==> src/rtl/receptor_morse_pkg.sv <==
// Shared definitions for the Morse receiver: FSM state encoding and
// character / gap geometry expressed in Morse units.
package receptor_morse_pkg;

  typedef enum logic [1:0] {
    REPOSO,
    ALINEAR,
    MUESTREO,
    ESPERA
  } estado_t;

  localparam int unsigned ANCHO_CARAC = 27;
  localparam int unsigned MAX_CARAC   = 12;
  localparam int unsigned GAP_CARAC   = 3;
  localparam int unsigned GAP_MENSAJE = 7;

endpackage

==> src/rtl/contador_unidad.sv <==
// Unit-tick prescaler: tick is high for one cycle every CICLOS_UNIDAD cycles,
// counted from the cycle after reinicio.
module contador_unidad #(
  parameter int unsigned CICLOS_UNIDAD = 4
) (
  input  logic CLK,
  input  logic RST,
  input  logic reinicio,
  output logic tick
);

  logic [7:0] cuenta;

  always_ff @(posedge CLK) begin
    if (RST || reinicio || tick) cuenta <= '0;
    else                         cuenta <= cuenta + 8'd1;
  end

  assign tick = (cuenta == 8'(CICLOS_UNIDAD - 1));

endmodule

==> src/rtl/receptor_morse.sv <==
// Morse receiver: samples a synchronized tone line once per unit, assembles
// left-aligned character patterns and reports characters, errors and message end.
module receptor_morse
  import receptor_morse_pkg::*;
#(
  parameter int unsigned CICLOS_UNIDAD = 4
) (
  input  logic        CLK,
  input  logic        RST,
  input  logic        entrada,
  output logic [26:0] datos,
  output logic [3:0]  conta_carac,
  output logic        dato_valido,
  output logic        fin_mensaje,
  output logic        error,
  output logic        lleno
);

  localparam logic [7:0] MEDIA = 8'(CICLOS_UNIDAD / 2 - 1);

  estado_t     estado;
  logic        s1, s2, s3;
  logic        flanco;
  logic [7:0]  cnt_alinear;
  logic [2:0]  cnt_gap;
  logic [26:0] sr;
  logic [4:0]  nbits;
  logic [1:0]  ceros;
  logic [4:0]  suma;
  logic        descartar;
  logic        reinicio;
  logic        tick;

  contador_unidad #(.CICLOS_UNIDAD(CICLOS_UNIDAD)) u_contador (
    .CLK      (CLK),
    .RST      (RST),
    .reinicio (reinicio),
    .tick     (tick)
  );

  assign flanco   = s2 & ~s3;
  assign reinicio = (estado == ALINEAR) && (cnt_alinear == MEDIA);
  // Length after flushing pending zeros plus the new 1; exceeding the width is an error.
  assign suma     = nbits + {3'b000, ceros} + 5'd1;

  always_ff @(posedge CLK) begin
    if (RST) begin
      estado      <= REPOSO;
      s1          <= 1'b0;
      s2          <= 1'b0;
      s3          <= 1'b0;
      cnt_alinear <= '0;
      cnt_gap     <= '0;
      sr          <= '0;
      nbits       <= '0;
      ceros       <= '0;
      descartar   <= 1'b0;
      datos       <= '0;
      conta_carac <= '0;
      dato_valido <= 1'b0;
      fin_mensaje <= 1'b0;
      error       <= 1'b0;
      lleno       <= 1'b0;
    end else begin
      s1          <= entrada;
      s2          <= s1;
      s3          <= s2;
      dato_valido <= 1'b0;
      fin_mensaje <= 1'b0;
      error       <= 1'b0;

      // Index advances right after it was presented; saturates and raises lleno.
      if (dato_valido) begin
        if (conta_carac == 4'(MAX_CARAC - 1)) lleno <= 1'b1;
        else                                  conta_carac <= conta_carac + 4'd1;
      end

      case (estado)
        REPOSO, ESPERA: begin
          if (flanco) begin
            estado      <= ALINEAR;
            cnt_alinear <= '0;
            sr          <= '0;
            nbits       <= '0;
            ceros       <= '0;
            descartar   <= 1'b0;
            if (estado == REPOSO) begin
              conta_carac <= '0;
              lleno       <= 1'b0;
            end
          end else if (estado == ESPERA && tick) begin
            if (cnt_gap == 3'(GAP_MENSAJE - 1)) begin
              fin_mensaje <= 1'b1;
              estado      <= REPOSO;
            end else begin
              cnt_gap <= cnt_gap + 3'd1;
            end
          end
        end

        ALINEAR: begin
          if (cnt_alinear == MEDIA) begin
            estado <= MUESTREO;
            sr     <= 27'd1;
            nbits  <= 5'd1;
          end else begin
            cnt_alinear <= cnt_alinear + 8'd1;
          end
        end

        MUESTREO: begin
          if (tick) begin
            if (s2) begin
              ceros <= '0;
              if (!descartar) begin
                if (suma > 5'(ANCHO_CARAC)) begin
                  error     <= 1'b1;
                  descartar <= 1'b1;
                end else begin
                  sr    <= (sr << (ceros + 2'd1)) | 27'd1;
                  nbits <= suma;
                end
              end
            end else if (ceros == 2'(GAP_CARAC - 1)) begin
              estado  <= ESPERA;
              cnt_gap <= '0;
              if (!descartar && !lleno) begin
                dato_valido <= 1'b1;
                datos       <= sr << (5'(ANCHO_CARAC) - nbits);
              end
            end else begin
              ceros <= ceros + 2'd1;
            end
          end
        end

        default: estado <= REPOSO;
      endcase
    end
  end

endmodule

==> config.mk <==
export PLATFORM = sky130hd
export DESIGN_NAME = receptor_morse
export DESIGN_NICKNAME = d
export VERILOG_FILES = /design/src/rtl/receptor_morse_pkg.sv /design/src/rtl/contador_unidad.sv /design/src/rtl/receptor_morse.sv
export SDC_FILE = /design/constraint.sdc
export NUM_CORES = 1
export LEC_CHECK = 0
export CAP_MARGIN = 40
export CORE_MARGIN = 1
export CORE_UTILIZATION = 50
export CTS_CLUSTER_DIAMETER = 50
export CTS_CLUSTER_SIZE = 16
export DETAILED_ROUTE_END_ITERATION = 7
export PLACE_DENSITY = 0.78
export SYNTH_ARGS = -nofsm -noshare
export SYNTH_HDL_FRONTEND = slang
export SYNTH_SLANG_ARGS = --single-unit
export TNS_END_PERCENT = 50
==> constraint.sdc <==
create_clock -name CLK -period 3.2 [get_ports CLK]
set_input_delay 0.64 -clock CLK [delete_from_list [all_inputs] [get_ports CLK]]
set_output_delay 0.64 -clock CLK [all_outputs]
set_load 0.03 [all_outputs]
Yosys cells after proc, flatten, opt, wreduce, memory -nomap -nowiden
Cells that the tools add are included.
{"block": "op_classes", "n_bitwise": 8, "n_reduce_logical": 21, "eq_ne": 23, "muxes": 55, "add_sub_neg": 8, "n_lt_le_gt_ge": 1, "n_shift": 2}
{"op": "2-to-1 mux 27 bit", "n": 6}
{"op": "one-hot mux 27 bit (3 select lines)", "n": 1}
{"op": "2-to-1 mux 5 bit", "n": 6}
{"op": "<< shifter 27 x 2 -> 27 bit", "n": 1}
{"op": "<< shifter 27 x 5 -> 27 bit", "n": 1}
{"op": "2-to-1 mux 2 bit", "n": 11}
{"op": "inequality test 2 bit (second input constant)", "n": 11}
{"op": "2-to-1 mux 4 bit", "n": 5}
{"op": "2-to-1 mux 3 bit", "n": 6}
{"op": "adder 8 x 1 -> 8 bit (second input constant)", "n": 2}
{"op": "2-to-1 mux 8 bit", "n": 2}
{"op": "one-hot mux 8 bit (2 select lines)", "n": 1}
{"op": "one-hot mux 5 bit (3 select lines)", "n": 1}
{"op": "2-to-1 mux 1 bit", "n": 12}
{"op": "AND reduction 6 bit", "n": 2}
{"op": "OR reduction 5 bit", "n": 2}
{"op": "inequality test 3 bit (second input constant)", "n": 3}
{"op": "equality test 8 x 1 -> 1 bit (second input constant)", "n": 1}
{"op": "equality test 8 x 2 -> 1 bit (second input constant)", "n": 1}
{"op": "AND reduction 4 bit", "n": 2}
{"op": "NOT 1 bit", "n": 7}
{"op": "AND reduction 7 bit", "n": 1}
{"op": "equality test 2 bit (second input constant)", "n": 3}
{"op": "one-hot mux 2 bit (3 select lines)", "n": 1}
{"op": "other kinds (24)", "n": 29}
{"block": "totals", "out_inout_bits": 35, "wordCells": 135, "ff_bits": 94}

Logic depth before layout (Yosys ltp)
Gate-level depths: netlist of run 1.
{"block": "logic_depth", "depth_word": 8, "depth_mapped": 12}

Hierarchy
A second synthesis of run 1 with hierarchy kept.
{"block": "unflattened", "cells_unflattened": 699, "area_unflattened_um2": 6132.1}
{"mod": "receptor_morse", "area_per_inst_um2": 5769.3, "seq_area_each_um2": 1721.7, "cells_each": 661, "instances": 1}
{"mod": "contador_unidad", "area_per_inst_um2": 362.8, "seq_area_each_um2": 160.2, "cells_each": 38, "instances": 1}

Least setup slack after synthesis of run 1
No wires, ideal clock.
{"block": "synth_timing", "kind": "reg2reg", "from": "reg nbits[0]", "to": "reg sr[2]", "path_stages_with_launch": 13, "slack_ns": 0.054, "required_ns": 3.113, "period_less_slack_ns": 3.146, "t_arrival_ns": 3.059, "setup_time_ns": 0.087, "path_cell_list": "dfxtp_1 > buf_2 > clkinv_1 > buf_1 > ha_1 > fa_1 > nand2b_1 > nor2_1 > a22o_1 > a2111oi_4 > buf_4 > or4b_2 > o31ai_1"}
{"block": "synth_between", "elab_chain_cells": 5}
{"element": "from (decl)", "line": "receptor_morse.sv:27", "rtl": "logic [4:0] nbits;"}
{"element": "from (signal assigned)", "line": "receptor_morse.sv:121", "rtl": "nbits <= suma;"}
{"element": "adder 5 x 2 -> 5 bit", "line": "receptor_morse.sv:44", "rtl": "assign suma = nbits + {3'b000, ceros} + 5'd1;"}
{"element": "adder 5 x 1 -> 5 bit", "line": "receptor_morse.sv:44"}
{"element": "> comparator 5 bit", "line": "receptor_morse.sv:116", "rtl": "if (suma > 5'(ANCHO_CARAC)) begin"}
{"element": "inequality test 2 bit (no line)"}
{"element": "AND reduction 6 bit (no line)"}
{"element": "to (signal assigned)", "line": "receptor_morse.sv:120", "rtl": "sr <= (sr << (ceros + 2'd1)) | 27'd1;"}
{"element": "to (decl)", "line": "receptor_morse.sv:26", "rtl": "logic [26:0] sr;"}
No other way between the ends.
A chain may end at the register's enable or synchronous reset.

Worst setup path in the final report of run 1
{"block": "layout_timing", "from": "reg nbits[0]", "to": "reg sr[16]"}
Same word-level chain as after synthesis.

==> impl_results.html, run 1 <==
<table>
<tr><th>Metric</th><th>Value</th></tr>
<tr><th colspan="2">Power</th></tr>
<tr><td>IR Drop Worst-Case VDD</td><td>273 uV</td></tr>
<tr><td>Pwr/cell area</td><td>438 nW/um^2</td></tr>
<tr><td>Leakage power</td><td>2.76 nW</td></tr>
<tr><th colspan="2">Run</th></tr>
<tr><td>Max-cap violations</td><td>0</td></tr>
<tr><th colspan="2">Route</th></tr>
<tr><td>Vias post-DR</td><td>5307</td></tr>
<tr><td>Routed wire length</td><td>14600 microns</td></tr>
<tr><td>Via-per-instance ratio</td><td>6.23</td></tr>
<tr><td>Detailed-route wire length per cell</td><td>17.2 microns</td></tr>
<tr><td>DRT antenna net count</td><td>0</td></tr>
<tr><td>Post-route DRC violation count</td><td>0</td></tr>
<tr><td>Drt initial violations</td><td>561</td></tr>
<tr><td>Length of the first detailed-routing pass in iterations</td><td>5</td></tr>
<tr><th colspan="2">Layout</th></tr>
<tr><td>Sequential cell area</td><td>1880 sq um</td></tr>
<tr><td>Area added between synthesis and finish</td><td>13.4%</td></tr>
<tr><td>Total inserted antenna cells</td><td>0</td></tr>
<tr><td>Number of cells in the finished layout apart from fillers</td><td>852</td></tr>
<tr><td>Fillers</td><td>989</td></tr>
<tr><td>Combined area of the multi-input logic cells</td><td>3680 sq um</td></tr>
<tr><td>Fraction of layout cells with a size suffix above 1</td><td>0.114</td></tr>
<tr><td>Post-layout nets</td><td>722</td></tr>
<tr><td>Total non-filler cell area in the finished layout</td><td>6630 sq um</td></tr>
<tr><th colspan="2">Global route</th></tr>
<tr><td>First-pass GRT wire length</td><td>23400 microns</td></tr>
<tr><td>Largest net degree at the start of global routing</td><td>36</td></tr>
<tr><td>Total track usage</td><td>0.244</td></tr>
<tr><td>Number of global-route vias before repair</td><td>4837</td></tr>
<tr><td>Number of antenna violations at the first check in global routing</td><td>0</td></tr>
<tr><td>GRT Residual Overflow</td><td>0</td></tr>
<tr><th colspan="2">Clocking</th></tr>
<tr><td>Clock buffers created by TritonCTS</td><td>9</td></tr>
<tr><td># resized after CTS</td><td>0</td></tr>
<tr><td>Clock transition at path regs</td><td>0.07 ns</td></tr>
<tr><td>Maximum level of the CTS H-tree</td><td>3</td></tr>
<tr><td>TritonCTS Sinks</td><td>94</td></tr>
<tr><td>TritonCTS clock tree</td><td>built</td></tr>
<tr><td>Root buf cell</td><td>sky130_fd_sc_hd__clkbuf_16</td></tr>
<tr><td>Setup bufs post-CTS</td><td>0</td></tr>
<tr><td>Max Root-Sink Buffers</td><td>2</td></tr>
<tr><td>Clock insertion delay at the later pin of the skew report</td><td>0.35 ns</td></tr>
<tr><td>Total of hold buffers inserted after clock tree synthesis</td><td>0</td></tr>
<tr><th colspan="2">Timing</th></tr>
<tr><td>Final Max Tran Viols</td><td>0</td></tr>
<tr><td>Period utilization</td><td>0.916</td></tr>
<tr><td>Maximum clock frequency</td><td>341 MHz</td></tr>
<tr><td>Worst hold slack across all endpoints</td><td>0.457 ns</td></tr>
<tr><td>Final sum of negative setup slack</td><td>0 ns</td></tr>
<tr><td>Number of endpoints failing setup at the final stage</td><td>0</td></tr>
<tr><td>Slack of the critical path</td><td>0.270 ns</td></tr>
<tr><td>Worst-margin pin slew</td><td>0.751 ns</td></tr>
<tr><td>RSZ-0062 raised after global routing</td><td>false</td></tr>
<tr><td>Number of hold violations in the final report</td><td>0</td></tr>
<tr><td>Fin Clk Skew</td><td>0.0109 ns</td></tr>
<tr><td>Min cycle time layout</td><td>2.93 ns</td></tr>
<tr><td>Max-slew headroom at the worst pin</td><td>0.495</td></tr>
<tr><th colspan="2">Yosys</th></tr>
<tr><td>Number of cells produced by synthesis</td><td>687</td></tr>
<tr><td>Library cells used by synthesis</td><td>60</td></tr>
<tr><td>Cell accounting for the most synthesized area</td><td>sky130_fd_sc_hd__dfxtp_1</td></tr>
<tr><td>Dominant cells by area after synthesis</td><td>sky130_fd_sc_hd__dfxtp_1 32%, sky130_fd_sc_hd__mux2i_1 9.9%, sky130_fd_sc_hd__nand2_1 6.5%</td></tr>
<tr><td>Sequential-to-total area share from yosys stat</td><td>0.322</td></tr>
<tr><td>Syn avg cell area</td><td>8.51 sq um</td></tr>
<tr><td>Share of synthesized flip-flops with an asynchronous set or reset</td><td>0</td></tr>
<tr><td>Number of synthesized flops with an enable pin</td><td>0</td></tr>
<tr><td>Top_reg_cell synth</td><td>sky130_fd_sc_hd__dfxtp_1</td></tr>
<tr><td>Number of warnings issued by yosys</td><td>0</td></tr>
<tr><td>Net Count, Synth</td><td>705</td></tr>
<tr><td>Total standard cell area after synthesis</td><td>5850 sq um</td></tr>
<tr><td>#FFs+latches synth</td><td>94</td></tr>
<tr><td>Share of the synthesized area in the top cell type</td><td>0.322</td></tr>
<tr><th colspan="2">Place</th></tr>
<tr><td>Cell area reported after detailed placement</td><td>6330 sq um</td></tr>
<tr><td>Number of buffers added on ports</td><td>37</td></tr>
<tr><td>Worst slack at placement</td><td>0.338 ns</td></tr>
<tr><td>Cell count after placement</td><td>836</td></tr>
<tr><td>Post-detailed-placement half-perimeter wirelength</td><td>10300 microns</td></tr>
<tr><td>Global placement routability congestion</td><td>0.888</td></tr>
<tr><th colspan="2">Min path</th></tr>
<tr><td>Path category of the worst min-delay check</td><td>flip-flop to flip-flop</td></tr>
<tr><th colspan="2">Worst setup path</th></tr>
<tr><td>Type of the setup path with the least slack</td><td>flip-flop to flip-flop</td></tr>
<tr><td>Cell chain of the critical path</td><td>clkinv_1, ha_1, fa_1, a21o_1, a22o_1, a2111oi_4, or2_2, a41o_1</td></tr>
<tr><td>Arr. time, crit path</td><td>3.21 ns</td></tr>
<tr><td>Element type at the critical path start</td><td>flip-flop</td></tr>
<tr><td>Crit. End Element</td><td>flip-flop</td></tr>
<tr><td>Required time of the critical path</td><td>3.48 ns</td></tr>
<tr><td>Maximum single-stage delay on the critical path</td><td>0.61 ns</td></tr>
<tr><td>Critical path peak fanout</td><td>22</td></tr>
<tr><td>Delay-heaviest family, CP</td><td>compound AO/OA/AOI/OAI gates</td></tr>
<tr><td>Critical-path cell with the highest stage delay</td><td>sky130_fd_sc_hd__a2111oi_4</td></tr>
<tr><td>CP Buf/Inv Count</td><td>1</td></tr>
<tr><th colspan="2">Floorplanning</th></tr>
<tr><td>Initial Util</td><td>0.512</td></tr>
<tr><td>Boundary pin count</td><td>38</td></tr>
<tr><td>Die area</td><td>12100 sq um</td></tr>
<tr><td>Floorplan die width</td><td>110 microns</td></tr>
<tr><td>Die outline height</td><td>110 microns</td></tr>
<tr><td>Number of core rows</td><td>39</td></tr>
<tr><td>Placeable core area</td><td>11400 sq um</td></tr>
<tr><th colspan="2">Run status</th></tr>
<tr><td>Status</td><td>complete, no violations</td></tr>
</table>
==> state kept, by name, summed over array words and instances, names as in the netlist <==
register and cells:
datos 27, sr 27, cnt_alinear 8, u_contador.cuenta 8, nbits 5, conta_carac 4, cnt_gap 3, ceros 2
estado 2, dato_valido 1, descartar 1, error 1, fin_mensaje 1, lleno 1, s1 1, s2 1
s3 1
==> synthesized netlist by cell type, types with 5 or more instances <==
library cell and number:
sky130_fd_sc_hd__a21oi_1 23, sky130_fd_sc_hd__a22oi_1 13, sky130_fd_sc_hd__a31oi_1 6, sky130_fd_sc_hd__a41o_1 22
sky130_fd_sc_hd__buf_1 5, sky130_fd_sc_hd__buf_2 14, sky130_fd_sc_hd__clkbuf_1 31, sky130_fd_sc_hd__dfxtp_1 94
sky130_fd_sc_hd__ha_1 14, sky130_fd_sc_hd__inv_1 12, sky130_fd_sc_hd__mux2_2 19, sky130_fd_sc_hd__mux2i_1 58
sky130_fd_sc_hd__mux4_2 11, sky130_fd_sc_hd__nand2_1 101, sky130_fd_sc_hd__nand2b_1 5, sky130_fd_sc_hd__nand3_1 21
sky130_fd_sc_hd__nand4_1 6, sky130_fd_sc_hd__nor2_1 73, sky130_fd_sc_hd__nor2b_1 8, sky130_fd_sc_hd__nor3_1 12
sky130_fd_sc_hd__nor4b_1 23, sky130_fd_sc_hd__o21ai_0 25, sky130_fd_sc_hd__or3_1 6, sky130_fd_sc_hd__xor2_1 13
==> worst reg2reg max path: cells and delay by family (launching register included) <==
kind | cells | cell delay, ns
flops | 1 | 0.34
buf+inv | 1 | 0.09
compound gates | 4 | 1.27
simple gates | 1 | 0.49
fa+ha+maj | 2 | 0.66
==> path summary, 6_finish.rpt <==
kind	startpoint	endpoint	slack, ns	cells after the start
setup / recovery	nbits[0]	sr[16]	0.27	8
hold / removal	datos[2]	datos[2]	0.46	2
hold reg to reg	datos[2]	datos[2]	0.46	2
setup reg to reg	nbits[0]	sr[16]	0.27	8
==> per-stage QoR <==
step                utilization  power [mW]
global route              0.581        3.01
floorplan                     -        1.68
detailed placement        0.554        1.80
finish                    0.581        2.91
CTS                       0.581        2.90
global placement          0.554        1.78
==> cell usage in the layout (no fill, tap or decap), types with 8 or more instances in the layout <==
cell type / instances
sky130_fd_sc_hd__mux2i_1: 58
sky130_fd_sc_hd__clkdlybuf4s50_1: 36
sky130_fd_sc_hd__o21ai_0: 25
sky130_fd_sc_hd__mux2_2: 19
sky130_fd_sc_hd__inv_1: 12
sky130_fd_sc_hd__nor3_1: 12
sky130_fd_sc_hd__xor2_1: 13
sky130_fd_sc_hd__a21oi_1: 23
sky130_fd_sc_hd__ha_1: 14
sky130_fd_sc_hd__dfxtp_1: 94
sky130_fd_sc_hd__nand3_1: 21
sky130_fd_sc_hd__nor2_1: 73
sky130_fd_sc_hd__nor4b_1: 23
sky130_fd_sc_hd__mux4_2: 11
sky130_fd_sc_hd__a41o_1: 22
sky130_fd_sc_hd__buf_4: 21
sky130_fd_sc_hd__nand2_1: 101
sky130_fd_sc_hd__clkbuf_16: 9
sky130_fd_sc_hd__nor2b_1: 8
sky130_fd_sc_hd__a22oi_1: 13
==> where the power goes <==
part           leakage, nW  switching [mW]  total [mW]  internal (mW)
sequential           0.758          0.0338        1.23           1.20
clock                0.146           0.499        1.12          0.619
combinational         1.85           0.379       0.557          0.177
==> logic make-up after synthesis <==
family / share of synthesized area
simple gates: 0.232
mux: 0.178
buf+inv: 0.0486
fa+ha+maj: 0.0334
flops: 0.322
compound gates: 0.161
xor+xnor: 0.0252
==> per-layer routing <==
layer  vias to the layer above  part of all wire  wire length [microns]  GRT usage
met4                         0             0.035                    514      0.120
met5                         -                 0                      0          0
met3                        41             0.055                    800     0.0417
li1                       2541                 -                      -          -
met1                      2529              0.43                   6290      0.303
met2                       196              0.48                   7030      0.408
==> area by class of cell <==
cell class | count | area share
Tap cell | 143 | 0.0270
Multi-Input combinational cell | 524 | 0.555
Inverter | 17 | 0.00962
Sequential cell | 94 | 0.284
Clock buffer | 10 | 0.0345
Clock inverter | 6 | 0.0113
Timing Repair Buffer | 58 | 0.0788
Power figures use the tool's default switching activity.
==> run 2, diff against run 1 <==
--- a/config.mk
+++ b/config.mk
@@ -12,6 +12,7 @@
 export CTS_CLUSTER_SIZE = 16
 export DETAILED_ROUTE_END_ITERATION = 7
 export PLACE_DENSITY = 0.78
+export SLEW_MARGIN = 20
 export SYNTH_ARGS = -nofsm -noshare
 export SYNTH_HDL_FRONTEND = slang
 export SYNTH_SLANG_ARGS = --single-unit
==> results of run 2 <==
No change in the layout: final DEF, timing and power equal those of run 1.
